[src/rtl/fc8_irq_pkg.sv]
// Shared constants and types for the FC8 interrupt controller.
package fc8_irq_pkg;

    localparam int IRQ_TIMER  = 0;
    localparam int IRQ_TEXT   = 1;
    localparam int IRQ_TILE   = 2;
    localparam int IRQ_SPRITE = 3;
    localparam int IRQ_AUDIO  = 4;

    localparam logic [1:0] SFR_ENABLE   = 2'd0;
    localparam logic [1:0] SFR_PENDING  = 2'd1;
    localparam logic [1:0] SFR_STATUS   = 2'd2;
    localparam logic [1:0] SFR_NMI_CTRL = 2'd3;

    typedef enum logic [1:0] {
        IDLE    = 2'd0,
        ASSERT  = 2'd1,
        SERVICE = 2'd2
    } irq_state_e;

endpackage

[src/rtl/fc8_irq_prio_enc.sv]
// Lowest-index-wins priority encoder over the active request vector.
module fc8_irq_prio_enc #(
    parameter int N = 5,
    parameter int W = 3
) (
    input  logic [N-1:0] req_i,
    output logic         valid_o,
    output logic [W-1:0] idx_o
);

    always_comb begin
        valid_o = |req_i;
        idx_o   = '0;
        // Scan downward so the lowest set index is the last one written.
        for (int i = N - 1; i >= 0; i--) begin
            if (req_i[i]) idx_o = W'(i);
        end
    end

endmodule

[src/rtl/fc8_interrupt_controller.sv]
// Merges the maskable sources into cpu_irq_n via a one-deep service FSM and
// turns VBLANK rising edges into a latched NMI.
module fc8_interrupt_controller
    import fc8_irq_pkg::*;
#(
    parameter int NUM_SRC = 5,
    parameter int VEC_W   = 3
) (
    input  logic               clk,
    input  logic               rst_n,
    input  logic [NUM_SRC-1:0] irq_src,
    input  logic               vblank_in,
    input  logic               sfr_sel,
    input  logic [1:0]         sfr_addr,
    input  logic               sfr_we,
    input  logic [7:0]         sfr_wdata,
    output logic [7:0]         sfr_rdata,
    input  logic               irq_ack,
    input  logic               nmi_ack,
    output logic               cpu_irq_n,
    output logic               cpu_nmi_n,
    output logic [VEC_W-1:0]   irq_vector
);

    irq_state_e         state_q, state_d;
    logic [NUM_SRC-1:0] src_q, en_q, pend_q, pend_d;
    logic [VEC_W-1:0]   vec_q, vec_d;
    logic               vb_q, nmi_en_q, nmi_pend_q, nmi_pend_d, nmi_n_q;
    logic               irq_n_q, irq_n_d, in_service;

    logic wr;
    assign wr = sfr_sel & sfr_we;

    logic wr_en, wr_pend, wr_status, wr_nmi;
    assign wr_en     = wr && (sfr_addr == SFR_ENABLE);
    assign wr_pend   = wr && (sfr_addr == SFR_PENDING);
    assign wr_status = wr && (sfr_addr == SFR_STATUS);
    assign wr_nmi    = wr && (sfr_addr == SFR_NMI_CTRL);

    logic unused_wdata;
    assign unused_wdata = ^sfr_wdata;

    logic               win_vld;
    logic [VEC_W-1:0]   win_idx;

    fc8_irq_prio_enc #(.N(NUM_SRC), .W(VEC_W)) u_prio (
        .req_i   (pend_q & en_q),
        .valid_o (win_vld),
        .idx_o   (win_idx)
    );

    logic               ack_take;
    logic [NUM_SRC-1:0] ack_clr, w1c_mask, rise;
    assign ack_take = (state_q == ASSERT) && win_vld && irq_ack;
    assign ack_clr  = ack_take ? (NUM_SRC'(1) << win_idx) : '0;
    assign w1c_mask = wr_pend ? sfr_wdata[NUM_SRC-1:0] : '0;
    assign rise     = irq_src & ~src_q;

    // OR-ing the rise in last lets a new edge win over a same-cycle clear.
    assign pend_d     = (pend_q & ~(w1c_mask | ack_clr)) | rise;
    assign nmi_pend_d = (nmi_pend_q & ~(nmi_ack | (wr_nmi & sfr_wdata[7])))
                      | (vblank_in & ~vb_q & nmi_en_q);

    always_ff @(posedge clk or negedge rst_n) begin
        if (!rst_n) begin
            state_q    <= IDLE;
            src_q      <= '0;
            en_q       <= '0;
            pend_q     <= '0;
            vec_q      <= '0;
            irq_n_q    <= 1'b1;
            vb_q       <= 1'b0;
            nmi_en_q   <= 1'b1;
            nmi_pend_q <= 1'b0;
            nmi_n_q    <= 1'b1;
        end else begin
            state_q    <= state_d;
            src_q      <= irq_src;
            pend_q     <= pend_d;
            vec_q      <= vec_d;
            irq_n_q    <= irq_n_d;
            vb_q       <= vblank_in;
            nmi_pend_q <= nmi_pend_d;
            nmi_n_q    <= ~nmi_pend_q;
            if (wr_en)  en_q     <= sfr_wdata[NUM_SRC-1:0];
            if (wr_nmi) nmi_en_q <= sfr_wdata[0];
        end
    end

    always_comb begin
        state_d = state_q;
        case (state_q)
            IDLE:    if (win_vld) state_d = ASSERT;
            ASSERT: begin
                if (!win_vld)     state_d = IDLE;
                else if (irq_ack) state_d = SERVICE;
            end
            SERVICE: if (wr_status) state_d = IDLE;
            default: state_d = IDLE;
        endcase
    end

    // irq_n drops only on the second cycle in ASSERT, giving the two-cycle
    // edge-to-line latency and releasing on the edge that leaves ASSERT.
    always_comb begin
        irq_n_d    = !((state_q == ASSERT) && (state_d == ASSERT));
        in_service = (state_q == SERVICE);
        vec_d      = ack_take ? win_idx : vec_q;
    end

    always_comb begin
        sfr_rdata = '0;
        case (sfr_addr)
            SFR_ENABLE:  sfr_rdata[NUM_SRC-1:0] = en_q;
            SFR_PENDING: sfr_rdata[NUM_SRC-1:0] = pend_q;
            SFR_STATUS: begin
                sfr_rdata[VEC_W-1:0] = vec_q;
                sfr_rdata[7]         = in_service;
            end
            default: begin
                sfr_rdata[0] = nmi_en_q;
                sfr_rdata[7] = nmi_pend_q;
            end
        endcase
    end

    assign cpu_irq_n  = irq_n_q;
    assign cpu_nmi_n  = nmi_n_q;
    assign irq_vector = vec_q;

endmodule

[config.mk]
export PLATFORM = sky130hd
export DESIGN_NAME = fc8_interrupt_controller
export DESIGN_NICKNAME = d
export VERILOG_FILES = /design/src/rtl/fc8_irq_pkg.sv /design/src/rtl/fc8_irq_prio_enc.sv /design/src/rtl/fc8_interrupt_controller.sv
export SDC_FILE = /design/constraint.sdc
export NUM_CORES = 1
export LEC_CHECK = 0
export CAP_MARGIN = 15
export CORE_MARGIN = 2
export CORE_UTILIZATION = 46
export DETAILED_ROUTE_END_ITERATION = 8
export MAX_ROUTING_LAYER = met4
export PLACE_DENSITY = 0.78
export SYNTH_ARGS = -nofsm -noshare
export SYNTH_HDL_FRONTEND = slang
export SYNTH_SLANG_ARGS = --single-unit
[constraint.sdc]
create_clock -name clk -period 1.79 [get_ports clk]
set_input_delay 0.2685 -clock clk [delete_from_list [all_inputs] [get_ports clk]]
set_output_delay 0.2685 -clock clk [all_outputs]
set_load 0.02 [all_outputs]
# [Word level (Yosys, flattened, before mapping)]
# Cells that the tools add are included.
[totals] latch_bits=0 romBits=0 mem_count=0 out_inout_bits=13 inputBits=22 mem_bits_rw=0 wordCells=62 ff_bits=25
[op_classes] add_sub_neg=0 eq_ne=6 div=0 n_reduce_logical=12 multipliers=0 bitwise_logic=17 mux=16 order_cmp=0 n_shift=1
[op_table] op="5-bit bitwise AND" n=3
[op_table] op="3-bit 2-to-1 mux" n=5
[op_table] op="2-bit one-hot mux with 3 select lines" n=2
[op_table] op="5-bit 2-to-1 mux" n=2
[op_table] op="5-bit NOT" n=2
[op_table] op="5-bit OR" n=2
[op_table] op="2-bit 2-to-1 mux" n=4
[op_table] op="1-bit logical AND" n=7
[op_table] op="2-bit by 1-bit equality test with 1-bit output, second input constant" n=3
[op_table] op="2-bit equality test, second input constant" n=3
[op_table] op="1-bit bitwise AND" n=5
[op_table] op="5-bit OR reduction" n=1
[op_table] op="1-bit by 3-bit left shift with 5-bit output, first input constant" n=1
[op_table] op="2-bit logical NOT" n=2
[op_table] op="2-bit one-hot mux with 2 select lines" n=1
[op_table] op="1-bit NOT" n=3
[op_table] op="1-bit one-hot mux with 3 select lines" n=1
[op_table] op="1-bit OR" n=2
[op_table] op="1-bit one-hot mux with 2 select lines" n=1
[op_table] op="2-bit OR reduction" n=1
[op_table] op="1-bit logical NOT" n=1

# [Logic depth before layout (Yosys ltp)]
# Gate-level depths: netlist of run 1.
[logic_depth] depth_word=12 mapped_depth=4 ltp_nobuf=3

# [By module]
# From an unflattened synthesis of run 1, not the netlist that was laid out.
[hier_totals] hier_cells=115 hier_area_um2=1228.7
[modules_own_cells] mod="fc8_interrupt_controller" cells_each=107 area_each_um2=1179.9 seq_area_each_um2=629.4 n_inst=1
[modules_own_cells] mod="fc8_irq_prio_enc" cells_each=8 area_each_um2=48.8 seq_area_each_um2=0.0 n_inst=1

# [Least setup slack after synthesis of run 1]
# Ideal clock, no wire load.
[synth_path] path_type="register -> register" startpoint="register en_q[1]" endpoint="register pend_q[2]" arrival_ns=1.257 setup_slack_ns=0.412 setup_time_ns=0.122 path_buffers=0 required_time_ns=1.668 synth_period_minus_slack_ns=1.378 path_stages_with_launch=4 cell_sequence="dfrtp_1 -> a22oi_4 -> or3b_1 -> a32o_1"
[synth_between] elab_chain_cells=9 elab_cells_between_ends=12 classes_between="1 x shift; 3 x mux; 5 x bitwise; 3 x reduce/logical"
[synth_lines] item="start, declared" line="fc8_interrupt_controller.sv:26" text="logic [NUM_SRC-1:0] src_q, en_q, pend_q, pend_d;"
[synth_lines] item="start signal, assigned" line="fc8_interrupt_controller.sv:85" text="if (wr_en) en_q <= sfr_wdata[NUM_SRC-1:0];"
[synth_lines] item="5-bit bitwise AND *" line="fc8_interrupt_controller.sv:47" text=".req_i (pend_q & en_q),"
[synth_lines] item="3-bit 2-to-1 mux / 5-bit OR reduction (equally long branches)" line="fc8_irq_prio_enc.sv:16, fc8_irq_prio_enc.sv:12"
[synth_lines] item="3-bit 2-to-1 mux / 1-bit logical AND (equally long branches)" line="fc8_irq_prio_enc.sv:16, fc8_interrupt_controller.sv:54"
[synth_lines] item="1-bit by 3-bit left shift with 5-bit output / 1-bit logical AND (equally long branches)" line="fc8_interrupt_controller.sv:55, fc8_interrupt_controller.sv:54"
[synth_lines] item="5-bit 2-to-1 mux *" line="fc8_interrupt_controller.sv:55" text="assign ack_clr = ack_take ? (NUM_SRC'(1) << win_idx) : '0;"
[synth_lines] item="5-bit OR *" line="fc8_interrupt_controller.sv:60" text="assign pend_d = (pend_q & ~(w1c_mask | ack_clr)) | rise;"
[synth_lines] item="5-bit NOT *" line="fc8_interrupt_controller.sv:60"
[synth_lines] item="5-bit bitwise AND *" line="fc8_interrupt_controller.sv:60"
[synth_lines] item="5-bit OR *" line="fc8_interrupt_controller.sv:60"
[synth_lines] item="via pend_d[2]" line="fc8_interrupt_controller.sv:26"
[synth_lines] item="end signal, assigned" line="fc8_interrupt_controller.sv:79" text="pend_q <= pend_d;"
[synth_lines] item="end, declared" line="fc8_interrupt_controller.sv:26"
# The timed path passes the listed nets; every way through them passes the cells marked *.
# A chain may end at the register's enable or synchronous reset.

# [Final worst setup path of run 1]
[layout_path] startpoint="input sfr_addr[1]" endpoint="output sfr_rdata[0]"
[layout_between] elab_chain_cells=2 elab_cells_between_ends=4 classes_between="2 x eq/ne; 1 x mux; 1 x reduce/logical"
[layout_lines] item="start, declared" line="fc8_interrupt_controller.sv:14" text="input logic [1:0] sfr_addr,"
[layout_lines] item="2-bit equality test, or another cell as far along" line="fc8_interrupt_controller.sv:113" text="case (sfr_addr)"
[layout_lines] item="1-bit one-hot mux with 3 select lines *" line="fc8_interrupt_controller.sv:113"
[layout_lines] item="end, declared" line="fc8_interrupt_controller.sv:17" text="output logic [7:0] sfr_rdata,"
# Mark *: on every way between the ends. The rest lies on a longest branch, timed or not.

==> flow_metrics.py, run 1 <==
metrics = {
    "outcome": {
        "run_status": "finished clean",
    },
    "logic_synthesis": {
        "yosysMostFrequentCell": "dfrtp_1",
        "yosysTopAreaCellShare": 0.4666,
        "synth-seq-area-share": 0.5334,
        "synth_edf_count": 0,
        "ys_ff_latch": 25,
        "syn_area_mm2": 0.001180,
        "yosysUniqueCellTypes": 36,
        "ys_top_cells_by_area": "dfrtp_1 47%, dfstp_2 6.7%, mux2_2 5.7%",
        "avgSynthCellArea_um2": 11.24,
        "synth_commonest_cells": "22 x dfrtp_1, 11 x nand2_1, 10 x inv_1, 6 x mux2_2",
        "synthCells": 105,
        "ys_warn_count": 0,
        "synth_area_leader_cell": "dfrtp_1",
        "synthFlopType": "dfrtp_1",
        "async_reset_ff_frac": 1.000,
    },
    "power": {
        "power_frac_clock": 0.142,
        "p_int_w": 0.001117,
        "p_leak_nw": 0.6889,
        "combPwrFrac": 0.378,
        "seqPwrFrac": 0.480,
        "ir_drop_uv": 784.7,
        "switching_share": 0.3529,
        "p_sw_w": 0.0006090,
        "p_total_w": 0.001726,
        "powerDensity_mw_per_mm2": 1098,
    },
    "global_routing": {
        "grt_pass1_vias": 938,
        "overflow": 0,
        "grt_max_degree": 26,
        "grt.total_usage": 0.2089,
        "grt_pass1_wl_um": 4229,
        "antenna_found_initial": 0,
    },
    "die": {
        "rows": 18,
        "io_pins": 35,
        "start_util": 0.4806,
        "dieArea_mm2": 0.002986,
        "core_area_mm2": 0.002455,
        "die_w_um": 54.65,
        "die_h_um": 54.65,
    },
    "route": {
        "viasPerCell": 5.561,
        "firstDrtPassIters": 4,
        "vias": 962,
        "postRouteAntennaNets": 0,
        "drt-initial-drc-count": 23,
        "drcViolationCount": 0,
        "wl_per_cell_um": 15.06,
        "wirelength_um": 2606,
    },
    "clock_network": {
        "cts_setup_buffers": 0,
        "clkLatencyLatePin_ns": 0.31,
        "path_clk_slew_ns": 0.14,
        "clock-sinks": 25,
        "cts_tree": "done",
        "cts_buffers": 3,
        "cts-root-buf": "clkbuf_4",
        "ctsHtreeMaxLevel": 1,
        "clock_path_buffers": 2,
    },
    "timing": {
        "hold_viol": 0,
        "rsz0062_at_grt": "no",
        "setup_viol": 0,
        "period_needed_ns": 1.730,
        "max_clock_freq_mhz": 578.2,
        "whs_ns": 0.2975,
        "final-max-slew-violation-count": 0,
        "finalClockSkew_ns": 0.01381,
        "min_period_over_period": 0.9663,
    },
    "placed_design": {
        "io_buffer_count": 30,
        "placed_area_mm2": 0.001553,
        "dpl.hpwl_um": 1993,
        "gp_congestion": 0.8247,
    },
    "final_layout": {
        "drive_above_1_share": 0.2168,
        "num-fill-cells": 208,
        "nets": 166,
        "finalInstanceArea_mm2": 0.001572,
        "diodes": 0,
        "area.growth.synth_to_final_pct": 33.19,
    },
    "critical_path": {
        "worst_setup_path_start_kind": "input port",
        "required_ns": 1.52,
        "cp.arrival_ns": 1.46,
        "critical_path_class": "input port to output port",
        "cp_max_fo": 5,
        "critPathCaptureType": "output port",
    },
    "run": {
        "cap_violations": 0,
    },
    "min_path": {
        "hp-class": "input port to asynchronous set/reset pin",
    },
}
-- area by class of cell --
cell class	count	area, µm²	share of cell area
tap	30	37.54	0.02389
timing repair buffer	38	349.1	0.2221
clock buffer	3	22.52	0.01433
sequential	25	629.4	0.4005
multi-input combinational	66	490.5	0.3121
inverter	10	37.54	0.02389
clock inverter	1	5.005	0.003185
-- per-layer routing --
metal,up-vias,part of all wire,GRT usage
li1,453,-,-
met1,475,0.43,0.2643
met2,28,0.52,0.3274
met3,6,0.034,0.02732
met4,0,0.019,0.1042
met5,-,0,-
-- sequential cells by signal, summed over array words and instances, names as in the netlist --
signal,cells
irq_vector,3
vb_q,1
nmi_en_q,1
cpu_irq_n,1
en_q,5
cpu_nmi_n,1
pend_q,5
nmi_pend_q,1
state_q,2
src_q,5
-- power groups by stage --
stage	Sequential, W	Clock, W	Combinational [W]
2_1_floorplan	0.000863	0	0.000338
3_3_place_gp	0.000831	0	0.000650
3_5_place_dp	0.000837	0	0.000668
4_1_cts	0.000828	0.000256	0.000658
5_1_grt	0.000845	0.000280	0.000717
6_report	0.000829	0.000245	0.000652
-- layout by cell type, fill, tap and decap left out, types with 2 or more instances in the layout --
cell type        instances
a32o_1                   4
a21oi_1                  2
clkdlybuf4s50_1         23
mux2_2                   6
mux2i_1                  4
clkdlybuf4s15_2          2
nand2_1                 11
nor2_1                   4
dlygate4sd2_1            3
buf_4                    8
dfstp_2                  3
nand3b_1                 3
buf_2                    2
inv_1                   10
o21ai_0                  3
a22oi_1                  3
dfrtp_1                 22
nand4_1                  3
conb_1                   2
clkbuf_4                 3
a31oi_1                  2
-- through the flow --
step | utilization | setup TNS (ns) | cells | setup WS (ns)
after floorplan | - | 0 | 106 | 0.4119
after global routing | 0.6402 | 0 | 173 | 0.01976
after CTS | 0.6417 | 0 | 173 | 0.01802
final | 0.6402 | 0 | 173 | 0.06039
after global placement | 0.6325 | -1.858 | 169 | -0.3646
after detailed placement | 0.6325 | -1.913 | 169 | -0.4092
-- worst max-delay path, cell delays in order --
cell and delay [ns]:
clkdlybuf4s50_1 0.48, buf_4 0.16, mux4_2 0.28, clkdlybuf4s15_2 0.27
-- cells by family after synthesis --
group	synth area share
compound gates	0.1357
buf+inv	0.05620
flops	0.5334
mux	0.1103
other cells	0.003178
simple gates	0.1612
-- worst paths after layout --
kind / startpoint / endpoint / slack (ns) / cells after the start
setup reg to reg: pend_q[0]$_DFF_PN0_ / pend_q[2]$_DFF_PN0_ / 0.26 / 4
hold / removal: rst_n / en_q[1]$_DFFE_PN0P_ / 0.30 / 2
max in group asynchronous: rst_n / cpu_nmi_n$_DFF_PN1_ / 1.19 / 2
min in group clk: irq_src[4] / src_q[4]$_DFF_PN0_ / 0.40 / 1
hold reg to reg: nmi_pend_q$_DFF_PN0_ / cpu_nmi_n$_DFF_PN1_ / 0.43 / 1
setup / recovery: sfr_addr[1] / sfr_rdata[0] / 0.06 / 4
-- repair_timing --
item / in CTS / in global routing
hold buffers: 0 / 0
gates resized for setup: 18 / 2
setup endpoints to repair: 6 / 2
No activity file was read; power rests on OpenSTA's default activity.
==> inputs of run 2 (changes only) <==
- CAP_MARGIN: 15 -> 0
- PLACE_DENSITY: 0.78 -> default
- PLACE_DENSITY_LB_ADDON: default -> 0.12
- RECOVER_POWER: default -> 50
==> run 2 against run 1 <==
Effect of this change: final cell count increased by 1.7%; fmax rose by 0.59%; highest routed layer unchanged; final area increased by 0.16%; first-iteration DRC count is 43% lower; hold slack improved by 0.12 ns.
==> flow_metrics.py, run 2 (synthesis results as in run 1) <==
metrics = {
    "critical_path": {
        "critical_path_class": "register to output port",
        "crit_slowest_cell": "clkdlybuf4s50_1",
        "cp_cell_sequence": "clkdlybuf4s50_1",
        "cp.arrival_ns": 1.45,
        "critPathCaptureType": "output port",
        "cpPeakStageDelay_ns": 0.60,
        "required_ns": 1.52,
        "critPathBufInv": 1,
        "worst_setup_path_start_kind": "register",
        "reg2regPathDepth": 4,
        "crit_family": "buffers and inverters",
        "cp_max_fo": 1,
        "regToRegStartpoint": "pend_q[0]$_DFF_PN0_",
        "worstReg2RegEnd": "pend_q[2]$_DFF_PN0_",
        "r2r_slack_ns": 0.28,
    },
    "global_routing": {
        "grt_max_degree": 26,
        "grt.total_usage": 0.1968,
        "antenna_found_initial": 0,
        "use_met1": 0.2535,
        "use_met3": 0.02459,
        "grt_pass1_vias": 895,
        "grt_util_met2": 0.3214,
        "grt_pass1_wl_um": 4071,
        "overflow": 0,
        "busiest_layer": "met2",
    },
    "final_layout": {
        "diodes": 0,
        "drive_above_1_share": 0.2123,
        "multi_input_area_um2": 488.0,
        "fin_cells": 176,
        "nets": 169,
        "final_common_cell": "dfrtp_1",
        "reg_top3": "en_q: 5 flops, pend_q: 5 flops, src_q: 5 flops",
        "fin_util": 0.6412,
        "layout.area.seq_um2": 629.4,
        "area.growth.synth_to_final_pct": 33.40,
        "layout_common_cells": "22 x dfrtp_1, 16 x clkdlybuf4s50_1, 11 x nand2_1",
        "num-fill-cells": 223,
    },
    "die": {
        "start_util": 0.4806,
        "core_area_mm2": 0.002455,
        "die_h_um": 54.65,
        "dieArea_mm2": 0.002986,
        "rows": 18,
        "io_pins": 35,
        "die_w_um": 54.65,
    },
    "placed_design": {
        "io_buffer_count": 30,
        "dpl.hpwl_um": 1960,
        "gp_congestion": 0.8288,
        "place_inst": 172,
    },
    "timing": {
        "setup_viol": 0,
        "finalClockSkew_ns": 0.006191,
        "period_needed_ns": 1.719,
        "hold_viol": 0,
        "max_clock_freq_mhz": 581.6,
        "final-max-slew-violation-count": 0,
        "tightest_slew_ns": 1.323,
        "relSlewSlack": 0.1178,
        "min_period_over_period": 0.9606,
        "fin_setup_tns_ns": 0,
        "rsz0062_at_grt": "no",
        "whs_ns": 0.4219,
    },
    "min_path": {
        "min_from": "nmi_pend_q$_DFF_PN0_",
        "holdPathEnd": "cpu_nmi_n$_DFF_PN1_",
        "hold_path_depth": 1,
        "hp-class": "register to register",
    },
    "route": {
        "vias": 958,
        "wl_per_cell_um": 14.13,
        "postRouteAntennaNets": 0,
        "viasPerCell": 5.443,
        "firstDrtPassIters": 6,
        "wirelength_um": 2487,
        "drt-initial-drc-count": 13,
        "drcViolationCount": 0,
    },
    "clock_network": {
        "clkLatencyLatePin_ns": 0.31,
        "cts-root-buf": "clkbuf_4",
        "ctsHtreeMaxLevel": 1,
        "cts_tree": "done",
        "path_clk_slew_ns": 0.12,
        "cts-hold-fix-buffers": 0,
        "clock-sinks": 25,
        "cts_buffers": 3,
        "clock_path_buffers": 2,
    },
    "outcome": {
        "run_status": "finished clean",
    },
    "run": {
        "cap_violations": 0,
    },
    "power": {
        "ir_drop_uv": 750.2,
        "powerDensity_mw_per_mm2": 1078,
        "p_leak_nw": 0.6981,
    },
}
## run 2: changes by cell type in the layout (fill, tap and decap cells not counted)
cell	change
nor2b_2	-1
clkbuf_2	+3
nor2b_1	+1
clkinv_2	-1
clkdlybuf4s15_2	-2
dlygate4sd3_1	+7
clkdlybuf4s50_1	-7
buf_4	+2
clkbuf_1	+2
buf_2	-1
## run 2: final cells by class
type                            count  area share
Clock buffer                        4     0.01669
Sequential cell                    25      0.3998
Multi-Input combinational cell     66      0.3100
Timing Repair Buffer               41      0.2258
Tap cell                           30     0.02385
Inverter                           10     0.02385
## run 2: worst max path at each step
stage / slack, ns / from / cells past startpoint / end
floorplan: 0.41 / en_q[1]$_DFFE_PN0P_ / 3 / pend_q[2]$_DFF_PN0_
finish: 0.07 / cpu_nmi_n$_DFF_PN1_ / 1 / cpu_nmi_n
global placement: -0.36 / sfr_addr[0] / 6 / sfr_rdata[7]
CTS: 0.008 / sfr_addr[1] / 6 / sfr_rdata[1]
detailed placement: -0.43 / sfr_addr[0] / 6 / sfr_rdata[7]
global route: 0.02 / cpu_nmi_n$_DFF_PN1_ / 1 / cpu_nmi_n
## run 2: what timing repair did
action                                  4_1_cts  5_1_grt
resized for setup                            13        5
endpoints found under the hold margin         0        0
setup buffers                                 0        0
endpoints found under the setup margin        6        4
## run 2: stage by stage
| step | total power [W] | setup WS [ns] | instance area (µm²) |
|---|---|---|---|
| global route | 0.001806 | 0.01769 | 1574 |
| CTS | 0.001729 | 0.007654 | 1599 |
| global placement | 0.001481 | -0.3610 | 1575 |
| detailed placement | 0.001495 | -0.4329 | 1575 |
| finish | 0.001697 | 0.07053 | 1574 |
| floorplan | 0.001202 | 0.4119 | 1184 |
## run 2: per-layer routing
metal | vias to the layer above | wire (µm) | part of all wire
met1 | 471 | 1076 | 0.43
li1 | 458 | - | -
met3 | 4 | 107 | 0.043
met5 | - | 0 | 0
met2 | 25 | 1277 | 0.51
met4 | 0 | 27 | 0.011
## run 2: power by group
part	internal, W	switching, W	total (W)
clock	0.0000870	0.000159	0.000246
combinational	0.000320	0.000310	0.000629
sequential	0.000703	0.000118	0.000821
==> RTL edit: new RTL, settings of run 2 <==
Encoding of `irq_state_e`: now one-hot (3 bits for 3 states).
--- a/src/rtl/fc8_irq_pkg.sv
+++ b/src/rtl/fc8_irq_pkg.sv
@@ -12,10 +12,10 @@
     localparam logic [1:0] SFR_STATUS   = 2'd2;
     localparam logic [1:0] SFR_NMI_CTRL = 2'd3;
 
-    typedef enum logic [1:0] {
-        IDLE    = 2'd0,
-        ASSERT  = 2'd1,
-        SERVICE = 2'd2
+    typedef enum logic [2:0] {
+        IDLE    = 3'b001,
+        ASSERT  = 3'b010,
+        SERVICE = 3'b100
     } irq_state_e;
 
 endpackage
Behaviour: no difference found for any inputs over 4 cycles, from zero or initial values and one cycle with rst_n low; so few cycles prove little.
==> RTL edit against run 2 <==
Total power is 10% higher. Register-to-register slack better by 0.08 ns. Utilization is 0.59 points lower. Combinational power rose by 17%. Cell count rose by 6.3%. Design area up 8.4%. Wire length up 11%. Setup slack barely moved. Synthesized area increased by 7.4%. Via count increased by 5.7%. Critical path depth stayed put. Sequential cell count is 1 higher. Die area rose by 6.9%. Critical path type unchanged. Largest power group unchanged.
==> RTL edit: results (changes against run 2) <==
nMultiInputCombCells: 71  # was 66
seq_share_pct: 38.4  # was 40.0%
use_met1_pct: 24.5  # was 25.3%
drive_gt1_share_pct: 26.9  # was 21.2%
run_status: "complete, no violations"  # unchanged
place_area_um2: 1670  # was 1580 um^2
relSlewSlack_pct: 56.4  # was 11.8%
area_growth_pct: 34.6  # was 33.4%
clkTransAtPathRegs_ns: 0.14  # was 0.12 ns
met2_usage_pct: 34.1  # was 32.1%
nNonClkInverters: 9  # was 10
yosysSeqAreaShare_pct: 51.7  # was 53.3%
dr.first_iter.drc_count: 44  # was 13
finalNetCount: 179  # was 169
p_comb_uw: 738  # was 629 uW
synthCells: 110  # was 105
grt_pass1_vias: 1048  # was 895
fin_skew_ns: 0.00818  # was 0.00619 ns
clockPowerShare_pct: 16.0  # was 14.5%
netlist_area_um2: 1270  # was 1180 um^2
hpwl_um: 2030  # was 1960 um
final-nonclk-buf-share_pct: 23.3  # was 22.6%
grt_pass1_wl_um: 4800  # was 4070 um
grt_max_degree: 27  # was 26
multi_input_area_share_pct: 31.9  # was 31.0%
RTL edit: logic make-up after synthesis:
group,Yosys count,share of synthesized area [%]
mux,13,12.1
other cells,1,0.296
compound gates,21,12.9
buf+inv,14,6.02
simple gates,35,16.9
flops,26,51.7
RTL edit: final timing paths:
path,startpoint,to,slack (ns),cells past startpoint
worst max-delay path,cpu_irq_n,cpu_irq_n,0.07,1
max in group asynchronous,rst_n,pend_q[1],0.89,2
min in group asynchronous,rst_n,state_q[2],0.48,2
worst max register to register,state_q[2],pend_q[3],0.36,4
worst min-delay path,nmi_pend_q,cpu_nmi_n,0.41,1
worst min register to register,nmi_pend_q,cpu_nmi_n,0.41,1
RTL edit: repair_timing:
item                                    4_1_cts  5_1_grt
endpoints found under the setup margin        6        1
cloned                                        0        0
hold buffers                                  0        0
buffers inserted                              2        0
resized for setup                            21        1
